`config.mk`:
```
export PLATFORM = sky130hd
export DESIGN_NAME = instr_sequencer
export DESIGN_NICKNAME = d
export VERILOG_FILES = /design/src/rtl/instr_sequencer.sv
export SDC_FILE = /design/constraint.sdc
export NUM_CORES = 1
export LEC_CHECK = 0
export ABC_CLOCK_PERIOD_IN_PS = 2800
export BUFFER_PORTS_ARGS = -buffer_cell sky130_fd_sc_hd__buf_2
export CAP_MARGIN = 25
export CORE_AREA = 3 3 40 42
export DETAILED_ROUTE_END_ITERATION = 6
export DIE_AREA = 0 0 43 45
export PLACE_DENSITY = 0.76
export SLEW_MARGIN = 15
export SYNTH_ARGS = -nofsm -noshare
export SYNTH_HDL_FRONTEND = slang
export SYNTH_SLANG_ARGS = --single-unit
```
`constraint.sdc`:
```
create_clock -name clock -period 2.8 [get_ports clock]
set_input_delay 0.56 -clock clock [delete_from_list [all_inputs] [get_ports clock]]
set_output_delay 0.56 -clock clock [all_outputs]
set_load 0.1 [all_outputs]
```
`src/rtl/instr_sequencer.sv`:
```
// Multi-cycle control sequencer: latches an III_XXX_YYY instruction and steps it through T1..T3.
// Optional feature macro: MVNZ_EN (opcode 100 = mvnz, conditional move on !g_zero).
module instr_sequencer #(
    parameter int unsigned OPW  = 3,
    parameter int unsigned REGW = 3
) (
    input  logic                  clock,
    input  logic                  resetn,
    input  logic                  run,
    input  logic [OPW+2*REGW-1:0] din,
    input  logic                  g_zero,
    output logic [REGW-1:0]       rx_sel,
    output logic                  reg_write,
    output logic [3:0]            bus_sel,
    output logic                  a_in,
    output logic                  g_in,
    output logic                  add_sub,
    output logic                  done,
    output logic                  busy
);

    localparam int unsigned IW = OPW + 2 * REGW;

    localparam logic [OPW-1:0] OpMv   = OPW'(0);
    localparam logic [OPW-1:0] OpMvi  = OPW'(1);
    localparam logic [OPW-1:0] OpAdd  = OPW'(2);
    localparam logic [OPW-1:0] OpSub  = OPW'(3);
`ifdef MVNZ_EN
    localparam logic [OPW-1:0] OpMvnz = OPW'(4);
`endif

    localparam logic [3:0] BusDin  = 4'd8;
    localparam logic [3:0] BusG    = 4'd9;
    localparam logic [3:0] BusNone = 4'd15;

    typedef enum logic [1:0] {
        StIdle,
        StT1,
        StT2,
        StT3
    } state_e;

    state_e          state_q, state_d;
    logic [IW-1:0]   ir_q, ir_d;
    logic [OPW-1:0]  opcode;
    logic [REGW-1:0] reg_x;
    logic [REGW-1:0] reg_y;

    assign opcode = ir_q[IW-1 -: OPW];
    assign reg_x  = ir_q[2*REGW-1 -: REGW];
    assign reg_y  = ir_q[REGW-1:0];

`ifndef MVNZ_EN
    // g_zero only matters for mvnz; keep it visibly consumed in the default build.
    logic unused_g_zero;
    assign unused_g_zero = g_zero;
`endif

    always_ff @(posedge clock or negedge resetn) begin
        if (!resetn) begin
            state_q <= StIdle;
            ir_q    <= '0;
        end else begin
            state_q <= state_d;
            ir_q    <= ir_d;
        end
    end

    // Next state and IR capture; run/din are only looked at in IDLE.
    always_comb begin
        state_d = state_q;
        ir_d    = ir_q;
        unique case (state_q)
            StIdle: begin
                if (run) begin
                    ir_d    = din;
                    state_d = StT1;
                end
            end
            StT1: begin
                if (opcode == OpAdd || opcode == OpSub) begin
                    state_d = StT2;
                end else begin
                    state_d = StIdle;
                end
            end
            StT2:    state_d = StT3;
            StT3:    state_d = StIdle;
            default: state_d = StIdle;
        endcase
    end

    // Output decode from state and IR; g_zero enters only for mvnz in T1.
    always_comb begin
        rx_sel    = reg_x;
        reg_write = 1'b0;
        bus_sel   = BusNone;
        a_in      = 1'b0;
        g_in      = 1'b0;
        add_sub   = 1'b0;
        done      = 1'b0;
        busy      = (state_q != StIdle);
        unique case (state_q)
            StIdle: ;
            StT1: begin
                case (opcode)
                    OpMv: begin
                        bus_sel   = 4'(reg_y);
                        reg_write = 1'b1;
                        done      = 1'b1;
                    end
                    OpMvi: begin
                        bus_sel   = BusDin;
                        reg_write = 1'b1;
                        done      = 1'b1;
                    end
                    OpAdd, OpSub: begin
                        bus_sel = 4'(reg_x);
                        a_in    = 1'b1;
                    end
`ifdef MVNZ_EN
                    OpMvnz: begin
                        bus_sel   = 4'(reg_y);
                        reg_write = !g_zero;
                        done      = 1'b1;
                    end
`endif
                    default: begin
                        done = 1'b1;
                    end
                endcase
            end
            StT2: begin
                bus_sel = 4'(reg_y);
                g_in    = 1'b1;
                add_sub = opcode[0];
            end
            StT3: begin
                bus_sel   = BusG;
                reg_write = 1'b1;
                done      = 1'b1;
            end
            default: ;
        endcase
    end

endmodule

```
# --- Word level (Yosys, flattened, before mapping) ---
# Index checks and enable logic that the tools add are counted.
classes:
  n_bitwise: 0
  addsub: 0
  div: 0
  eq_ne: 7
  n_reduce_logical: 7
  n_mux: 13
  mul: 0
  magnitude_cmp: 0
  n_shift: 0
op_table:
  columns: ["operator", "n"]
  rows:
  - ["4-bit case mux with 3 select lines", 2]
  - ["2-bit case mux with 4 select lines", 1]
  - ["3-bit by 2-bit equality test with 1-bit output, second input constant", 2]
  - ["1-bit two-way mux", 6]
  - ["2-bit equality test, second input constant", 2]
  - ["2-bit two-way mux", 2]
  - ["1-bit case mux with 2 select lines", 2]
  - ["2-bit OR reduction", 2]
  - ["3-bit by 1-bit equality test with 1-bit output, second input constant", 1]
  - ["3-bit logical NOT", 1]
  - ["2-bit by 1-bit equality test with 1-bit output, second input constant", 1]
  - ["2-bit logical NOT", 1]
  - ["2-bit != test, second input constant", 1]
  - ["2-bit AND reduction", 1]
  - ["2-bit nonzero test", 1]
  - ["1-bit logical OR", 1]
totals:
  in_bits: 13
  mem_bits_ro: 0
  output_inout_bits: 13
  word_cells: 29
  latch_bits: 0
  mem_bits_rw: 0
  ff_bits: 11
  mem_count: 0

# --- Longest topological paths before layout ---
# Gate-level depths: netlist of the first run.
depth:
  word_depth: 4
  ltp_mapped: 4
  depth_no_buf: 3

# --- Worst setup path after synthesis of the first run ---
# OpenSTA, ideal clock, no wires.
synth_timing:
  path_type: "register to output"
  start: "register ir_q[7]"
  end: "output bus_sel[0]"
  path_slack_ps: -1441
  n_path_buf: 1
  required_time_ps: 2240
  arrival_ps: 3681
  path_stages_with_launch: 3
  cell_sequence: "dfrtp_1 > clkbuf_1 > o41ai_1"
synth_between:
  elab_chain_cells: 4
  elab_cells_between_ends: 7
  classes_between: "eq/ne: 3; mux: 2; reduce/logical: 2"
synth_rtl:
  columns: ["element", "line_no", "source"]
  rows:
  - ["start: declaration", "44", "logic [IW-1:0] ir_q, ir_d;"]
  - ["start signal: assignment", "65", "ir_q <= ir_d;"]
  - ["3-bit by 2-bit equality test with 1-bit output", "106", "case (opcode)"]
  - ["2-bit OR reduction", "106", null]
  - ["4-bit case mux with 3 select lines *", "106", null]
  - ["4-bit case mux with 3 select lines *", "103", "unique case (state_q)"]
  - ["end: declaration", "14", "output logic [3:0] bus_sel,"]
# Mark *: on every way between the ends. The rest lies on a longest branch, timed or not.

# --- Final worst setup path of the first run ---
layout_timing:
  start: "register ir_q[7]"
  end: "output bus_sel[1]"
# Same word-level chain as after synthesis.

==> results.json, run 1 <==
{
  "routed_wirelength_mm": 1.07,
  "post-route-drc-count": 0,
  "timing.fmax_ghz": 0.413,
  "path_cells": "o41ai_1 > nand2_1 > o21ai_1 > buf_2",
  "rows": 13,
  "clkTransAtPathRegs_ps": 70,
  "grt_pass1_wl_mm": 1.81,
  "hold_viol_final": 0,
  "yosys-top-cells-area": "dfrtp_1 (47%), mux2_2 (17%), buf_4 (3.8%)",
  "worst_ep_required_time_ps": 2240,
  "grt_max_degree": 12,
  "antenna_cells": 0,
  "htreeDepth": 1,
  "worst_slew_pin_slew_ps": 488,
  "grt_overflow": 0,
  "multi_input_area_um2": 282,
  "core_mm2": 0.00128,
  "routed_via_density": 5.09,
  "die_h_um": 45,
  "register_area_um2": 275,
  "grt_pass1_vias": 436,
  "crit_path_start_kind": "flip-flop",
  "cts_tree": "done",
  "syn_avg_cell_area_um2": 11.3,
  "slew_viol_final": 0,
  "grt_usage_pct": 12.5,
  "postCtsSetupBuffers": 0,
  "min_period_ps": 2420,
  "cts-root-buf": "clkbuf_4",
  "netlist.top_cell.by_area": "dfrtp_1",
  "netlist-cell-type-count": 23,
  "clk_latency_ps": 260,
  "nets": 89,
  "io_pins": 26,
  "setup_slack_ps": 376,
  "routedWlPerCell_um": 11.9,
  "critPathArrivalTime_ps": 1860,
  "crit_type": "reg2out",
  "area_delta_synth_final_pct": 24.0,
  "port_buffers": 24,
  "hold_buffers": 0,
  "post_cts_resized": 0,
  "status": "complete, no violations",
  "synth_ff_type": "dfrtp_1",
  "synthTopCellsByCount": "dfrtp_1 (11), mux2_2 (9), nor2_1 (4)",
  "vias": 458,
  "synth_seq_cells": 11,
  "cts_sinks": 11,
  "start_util_pct": 45.8,
  "die_area_mm2": 0.00194,
  "antenna_found_initial": 0,
  "yosys_warnings": 0,
  "ys_async_sr_fraction_pct": 100,
  "cp_slowest_cell": "dfrtp_1",
  "crit_path_end_kind": "output pin",
  "drt_iter0_markers": 7,
  "postSynthCellCount": 52,
  "critPathMaxFanout": 10,
  "postRouteAntennaNets": 0,
  "finClkSkew_ps": 0.788,
  "cts_buffer_depth": 2,
  "syn_area_um2": 588,
  "hp-class": "in2async",
  "ys_seq_area_share_pct": 46.8,
  "rsz0062_at_grt": "false",
  "drive_gt1_share_pct": 57.3,
  "synth_edf_count": 0,
  "setup_viol_count_final": 0,
  "crit_path_max_incr_delay_ps": 490,
  "finalCritPeriodShare_pct": 86.6,
  "maxSlewHeadroom_pct": 67.7,
  "gp_congestion": 0.680,
  "firstDrtPassIters": 4,
  "fillers": 118,
  "die_w_um": 43,
  "synth_top_cell_area_share_pct": 46.8,
  "cap_violations": 0,
  "cts_buffers": 3,
  "synth_most_common_cell": "dfrtp_1",
  "syn_nets": 65,
  "dpl_worst_slack_ps": 664
}
-- layout make-up --
cell class	instances	area share [%]
inverters	2	1.03
repair buffers	24	16.5
multi-input cells	34	38.6
flip-flops and latches	11	37.7
well taps	15	2.57
clock buffers	4	3.60
-- worst max-delay path, delay by kind of cell, from the launching register on --
family / cells / cell delay, ps
AO/OA/AOI/OAI: 2 / 580
flip-flops: 1 / 490
AND/OR/NAND/NOR: 1 / 90
buffers and inverters: 1 / 440
-- registers in the layout, summed over array words and instances, names as in the netlist, named ones only --
signal,cells
state_q,1
ir_q,9
-- layout by cell type (no fill, tap or decap), types with 2 or more instances in the layout --
cell / count
nor2_1: 4
buf_2: 24
nand2_1: 3
clkbuf_4: 3
mux2_2: 9
a21oi_1: 2
o21ai_1: 2
dfrtp_1: 11
inv_1: 2
-- worst paths after layout --
kind | startpoint | endpoint | slack [ps] | cells after the start
worst max-delay path | ir_q[7]$_DFFE_PN0P_ | bus_sel[1] | 380 | 4
worst min register to register | ir_q[2]$_DFFE_PN0P_ | ir_q[2]$_DFFE_PN0P_ | 510 | 1
min in group clock | ir_q[2]$_DFFE_PN0P_ | ir_q[2]$_DFFE_PN0P_ | 510 | 1
worst min-delay path | resetn | ir_q[5]$_DFFE_PN0P_ | 160 | 1
max in group asynchronous | resetn | ir_q[6]$_DFFE_PN0P_ | 2440 | 1
worst max register to register | state_q[0]$_DFFE_PN0P_ | ir_q[4]$_DFFE_PN0P_ | 1360 | 3
-- cell families after synthesis --
logic type             after synthesis  share of synthesized area, %
AO/OA/AOI/OAI                       10                          11.7
buffers and inverters                7                          7.66
flip-flops                          11                          46.8
multiplexers                         9                          17.2
AND/OR/NAND/NOR                     15                          16.6
-- stage by stage --
stage | util (%) | hold slack (ps) | std cells | area (um^2) | TNS [ps]
floorplan | - | 264 | 52 | 602 | -124
global placement | 54.7 | 440 | 86 | 703 | 0
detailed placement | 54.7 | 442 | 86 | 703 | 0
CTS | 56.8 | 153 | 90 | 729 | 0
global route | 56.8 | 153 | 90 | 729 | 0
finish | 56.8 | 155 | 90 | 729 | 0
-- per-layer routing --
metal	vias to the layer above	track usage (%)	share of wire, %
met5	-	0	0
met4	0	3.61	0
met3	0	4.78	8.8
met2	15	20.7	49
met1	213	15.3	42
li1	230	-	-
Power of run 1 is left out: the tool's default activity adds up to more than one toggle a clock period on the data nets, which glitch-free logic cannot reach.
==> inputs of run 2 (changes only) <==
--- a/config.mk
+++ b/config.mk
@@ -9,6 +9,7 @@
 export BUFFER_PORTS_ARGS = -buffer_cell sky130_fd_sc_hd__buf_2
 export CAP_MARGIN = 25
 export CORE_AREA = 3 3 40 42
+export CTS_BUF_LIST = sky130_fd_sc_hd__clkbuf_8
 export DETAILED_ROUTE_END_ITERATION = 6
 export DIE_AREA = 0 0 43 45
 export PLACE_DENSITY = 0.76
==> results.json, run 2 (synthesis results as in run 1) <==
{
  "finalCritPeriodShare_pct": 86.1,
  "min_period_ps": 2410,
  "routed_wirelength_mm": 1.11,
  "path_buf_inv": 1,
  "vias": 467,
  "routedWlPerCell_um": 12.4,
  "status": "complete, no violations",
  "die_w_um": 43,
  "reg.largest.list": "ir_q: 9 flops, state_q: 1 flops",
  "antenna_cells": 0,
  "post_cts_resized": 0,
  "hp-class": "in2async",
  "timing.fmax_ghz": 0.415,
  "firstDrtPassIters": 4,
  "setup_viol_count_final": 0,
  "rsz0062_at_grt": "false",
  "slew_viol_final": 0,
  "largest_reg_flops": 9,
  "register_area_um2": 275,
  "utilization_pct": 58.2,
  "worst_ep_required_time_ps": 2240,
  "dpl_worst_slack_ps": 664,
  "nets": 89,
  "post-route-drc-count": 0,
  "cp_slowest_cell": "o41ai_1",
  "drt_iter0_markers": 7,
  "grt_usage_pct": 14.0,
  "routed.top_layer": "met4",
  "crit_path_max_incr_delay_ps": 510,
  "die_h_um": 45,
  "grt_overflow": 0,
  "hold_viol_final": 0,
  "gp_congestion": 0.680,
  "postRouteAntennaNets": 0,
  "finClkSkew_ps": 2.18,
  "clk_latency_ps": 240,
  "antenna_found_initial": 0,
  "crit_family": "compound AO/OA/AOI/OAI gates",
  "place_inst": 86,
  "cts_sinks": 11,
  "hold_buffers": 0,
  "crit_path_start_kind": "flip-flop",
  "fin_area_um2": 748,
  "maxSlewHeadroom_pct": 67.7,
  "io_pins": 26,
  "crit_path_end_kind": "output pin",
  "crit_type": "reg2out",
  "cts_tree": "done",
  "dr_wl_met3_um": 110,
  "setup_slack_ps": 390,
  "grt_pass1_vias": 429,
  "worst_slew_pin_slew_ps": 488,
  "postCtsSetupBuffers": 0,
  "port_buffers": 24,
  "grt_pass1_wl_mm": 1.86,
  "critPathMaxFanout": 10,
  "cts_buffer_depth": 2,
  "wl_met1_um": 486,
  "layout.cells.non_filler": 90,
  "mostFrequentLayoutCells": "buf_2 (24), dfrtp_1 (11), mux2_2 (9)",
  "top_register": "ir_q",
  "cap_violations": 0,
  "grt_max_degree": 12,
  "met2_length_um": 503,
  "multi_input_area_um2": 282,
  "place_area_um2": 703,
  "core_mm2": 0.00128,
  "path_cells": "o41ai_1 > nand2_1 > o21ai_1 > buf_2",
  "start_util_pct": 45.8,
  "critPathArrivalTime_ps": 1850,
  "final_common_cell": "buf_2",
  "htreeDepth": 1,
  "fillers": 118,
  "cts-root-buf": "clkbuf_8",
  "rows": 13,
  "drive_gt1_share_pct": 57.3,
  "clkTransAtPathRegs_ps": 50,
  "cts_buffers": 3,
  "area_delta_synth_final_pct": 27.2,
  "die_area_mm2": 0.00194,
  "routed_via_density": 5.19
}
==> run 2: metal layers <==
layer	up-vias	track usage, %
met4	0	9.04
met3	2	8.37
li1	227	-
met5	-	0
met1	221	15.3
met2	17	20.7
==> run 2: final cells by class <==
cell class	instances	area share, %
multi-input combinational	34	37.6
sequential	11	36.8
timing repair buffer	24	16.1
clock buffer	3	5.52
tap	15	2.51
inverter	2	1.00
clock inverter	1	0.502
==> run 2: worst reg2reg max path: stages (launching register included) <==
cell and delay, ps:
dfrtp_1 470, or2_4 320, nor2_8 170, mux2_2 360
==> run 2: worst paths after layout <==
path                            depth (start not counted)  slack [ps]                  end              startpoint
min in group clock                                      1         510  ir_q[2]$_DFFE_PN0P_     ir_q[2]$_DFFE_PN0P_
worst min register to register                          1         510  ir_q[2]$_DFFE_PN0P_     ir_q[2]$_DFFE_PN0P_
worst max register to register                          3        1370  ir_q[4]$_DFFE_PN0P_  state_q[0]$_DFFE_PN0P_
max in group asynchronous                               1        2410  ir_q[3]$_DFFE_PN0P_                  resetn
worst min-delay path                                    1         190  ir_q[0]$_DFFE_PN0P_                  resetn
worst max-delay path                                    4         390           bus_sel[1]     ir_q[7]$_DFFE_PN0P_
==> run 2: per-stage QoR <==
| stage | hold WS [ps] | TNS (ps) |
|---|---|---|
| 2_1_floorplan | 264 | -124 |
| 3_3_place_gp | 440 | 0 |
| 3_5_place_dp | 442 | 0 |
| 4_1_cts | 187 | 0 |
| 5_1_grt | 190 | 0 |
| 6_report | 187 | 0 |
Power of run 2 is left out for the same reason.
==> inputs of run 3 (changes only) <==
==> config.mk (replaced) <==
export PLATFORM = sky130hd
export DESIGN_NAME = instr_sequencer
export DESIGN_NICKNAME = d
export VERILOG_FILES = /design/src/rtl/instr_sequencer.sv
export SDC_FILE = /design/constraint.sdc
export NUM_CORES = 1
export LEC_CHECK = 0
export ABC_CLOCK_PERIOD_IN_PS = 2650
export BUFFER_PORTS_ARGS = -buffer_cell sky130_fd_sc_hd__buf_2
export CAP_MARGIN = 25
export CELL_PAD_IN_SITES_DETAIL_PLACEMENT = 0
export CELL_PAD_IN_SITES_GLOBAL_PLACEMENT = 2
export CORE_MARGIN = 3
export CORE_UTILIZATION = 28
export CTS_BUF_LIST = sky130_fd_sc_hd__clkbuf_8
export DETAILED_ROUTE_END_ITERATION = 6
export HOLD_SLACK_MARGIN = 0.1
export PLACE_DENSITY = 0.8
export SLEW_MARGIN = 15
export SYNTH_ARGS = -nofsm -noshare
export SYNTH_HDL_FRONTEND = slang
export SYNTH_SLANG_ARGS = --single-unit
==> constraint.sdc (replaced) <==
create_clock -name clock -period 2.65 [get_ports clock]
set_input_delay 0.53 -clock clock [delete_from_list [all_inputs] [get_ports clock]]
set_output_delay 0.53 -clock clock [all_outputs]
set_load 0.1 [all_outputs]
==> results.json, run 3 (synthesis results as in run 1) <==
{
  "status": "complete, no violations",
  "worst_slew_pin_slew_ps": 487,
  "routedWlPerCell_um": 11.2,
  "routed_wirelength_mm": 1.13,
  "hp-class": "in2async",
  "postCtsSetupBuffers": 0,
  "cts-root-buf": "clkbuf_8",
  "cts_tree": "done",
  "start_util_pct": 31.6,
  "area_delta_synth_final_pct": 30.9,
  "finalCritPeriodShare_pct": 87.2,
  "crit_type": "reg2out",
  "critPathMaxFanout": 10,
  "largest_reg_flops": 9,
  "clkTransAtPathRegs_ps": 50,
  "core_mm2": 0.00186,
  "postRouteAntennaNets": 0,
  "die_w_um": 51.8,
  "cts_buffers": 3,
  "routed_via_density": 4.35,
  "timing.fmax_ghz": 0.433,
  "use_met2_pct": 14.0,
  "drt_iter0_markers": 1,
  "use_met3_pct": 5.73,
  "setup_viol_count_final": 0,
  "antenna_found_initial": 0,
  "maxSlewHeadroom_pct": 67.7,
  "antenna_cells": 0,
  "cts_sinks": 11,
  "grt_pass1_wl_mm": 1.93,
  "die_area_mm2": 0.00269,
  "vias": 439,
  "port_buffers": 24,
  "top_register": "ir_q",
  "hold_viol_final": 0,
  "post_cts_resized": 0,
  "final_common_cell": "buf_2",
  "min_period_ps": 2310,
  "setup_slack_ps": 339,
  "use_met1_pct": 12.9,
  "grt_usage_pct": 9.95,
  "critPathArrivalTime_ps": 1780,
  "place_inst": 97,
  "utilization_pct": 41.4,
  "rows": 15,
  "reg2reg_slack_ps": 1210,
  "finClkSkew_ps": 1.18,
  "top_usage_layer": "met2",
  "post-route-drc-count": 0,
  "crit_path_end_kind": "output pin",
  "crit_path_start_kind": "flip-flop",
  "grt_overflow": 0,
  "setup-tns-final_ps": 0,
  "io_pins": 26,
  "dpl_worst_slack_ps": 580,
  "clk_latency_ps": 240,
  "slew_viol_final": 0,
  "htreeDepth": 1,
  "rsz0062_at_grt": "false",
  "mostFrequentLayoutCells": "buf_2 (24), dfrtp_1 (11), mux2_2 (9)",
  "worst_ep_required_time_ps": 2120,
  "drive_gt1_share_pct": 59.2,
  "reg.largest.list": "ir_q: 9 flops, state_q: 1 flops",
  "firstDrtPassIters": 3,
  "crit-reg2reg-launch": "state_q[0]$_DFFE_PN0P_",
  "startpoint": "state_q[0]$_DFFE_PN0P_",
  "grt_max_degree": 12,
  "cts_buffer_depth": 2,
  "nets": 90,
  "die_h_um": 51.8,
  "hold_buffers": 0,
  "cap_violations": 0,
  "layout.cells.non_filler": 101,
  "hpwl_um": 900,
  "grt_pass1_vias": 406,
  "gp_congestion": 0.655
}
## run 3: layout make-up
type	instances	area (um^2)
flip-flops and latches	11	275
clock buffers	3	41.3
fillers	198	1090
repair buffers	25	128
multi-input cells	34	282
clock inverters	1	5.00
inverters	2	7.51
well taps	25	31.3
## run 3: final timing paths
path	end	cells past startpoint
max	bus_sel[0]	4
min	ir_q[7]$_DFFE_PN0P_	1
max reg2reg	ir_q[1]$_DFFE_PN0P_	3
min reg2reg	ir_q[0]$_DFFE_PN0P_	1
max in group asynchronous	ir_q[4]$_DFFE_PN0P_	1
min in group clock	ir_q[0]$_DFFE_PN0P_	1
## run 3: stage by stage
step / hold WS, ps / instance area (um^2)
detailed placement: 416 / 723
floorplan: 234 / 602
CTS: 159 / 769
finish: 155 / 769
global route: 162 / 769
global placement: 418 / 723
## run 3: critical path: stages, from the launching register on
cell and delay, ps:
dfrtp_1 500, and2b_2 290, a32o_1 220, o41ai_2 50, buf_2 480
## run 3: routing by layer
layer  part of all wire (%)  vias up  wire [um]
met1                     44      197        495
met4                      0        0          0
met3                     10        0        115
met2                     46       18        524
li1                       -      224          -
met5                      0        -          0
Power of run 3 is left out for the same reason.
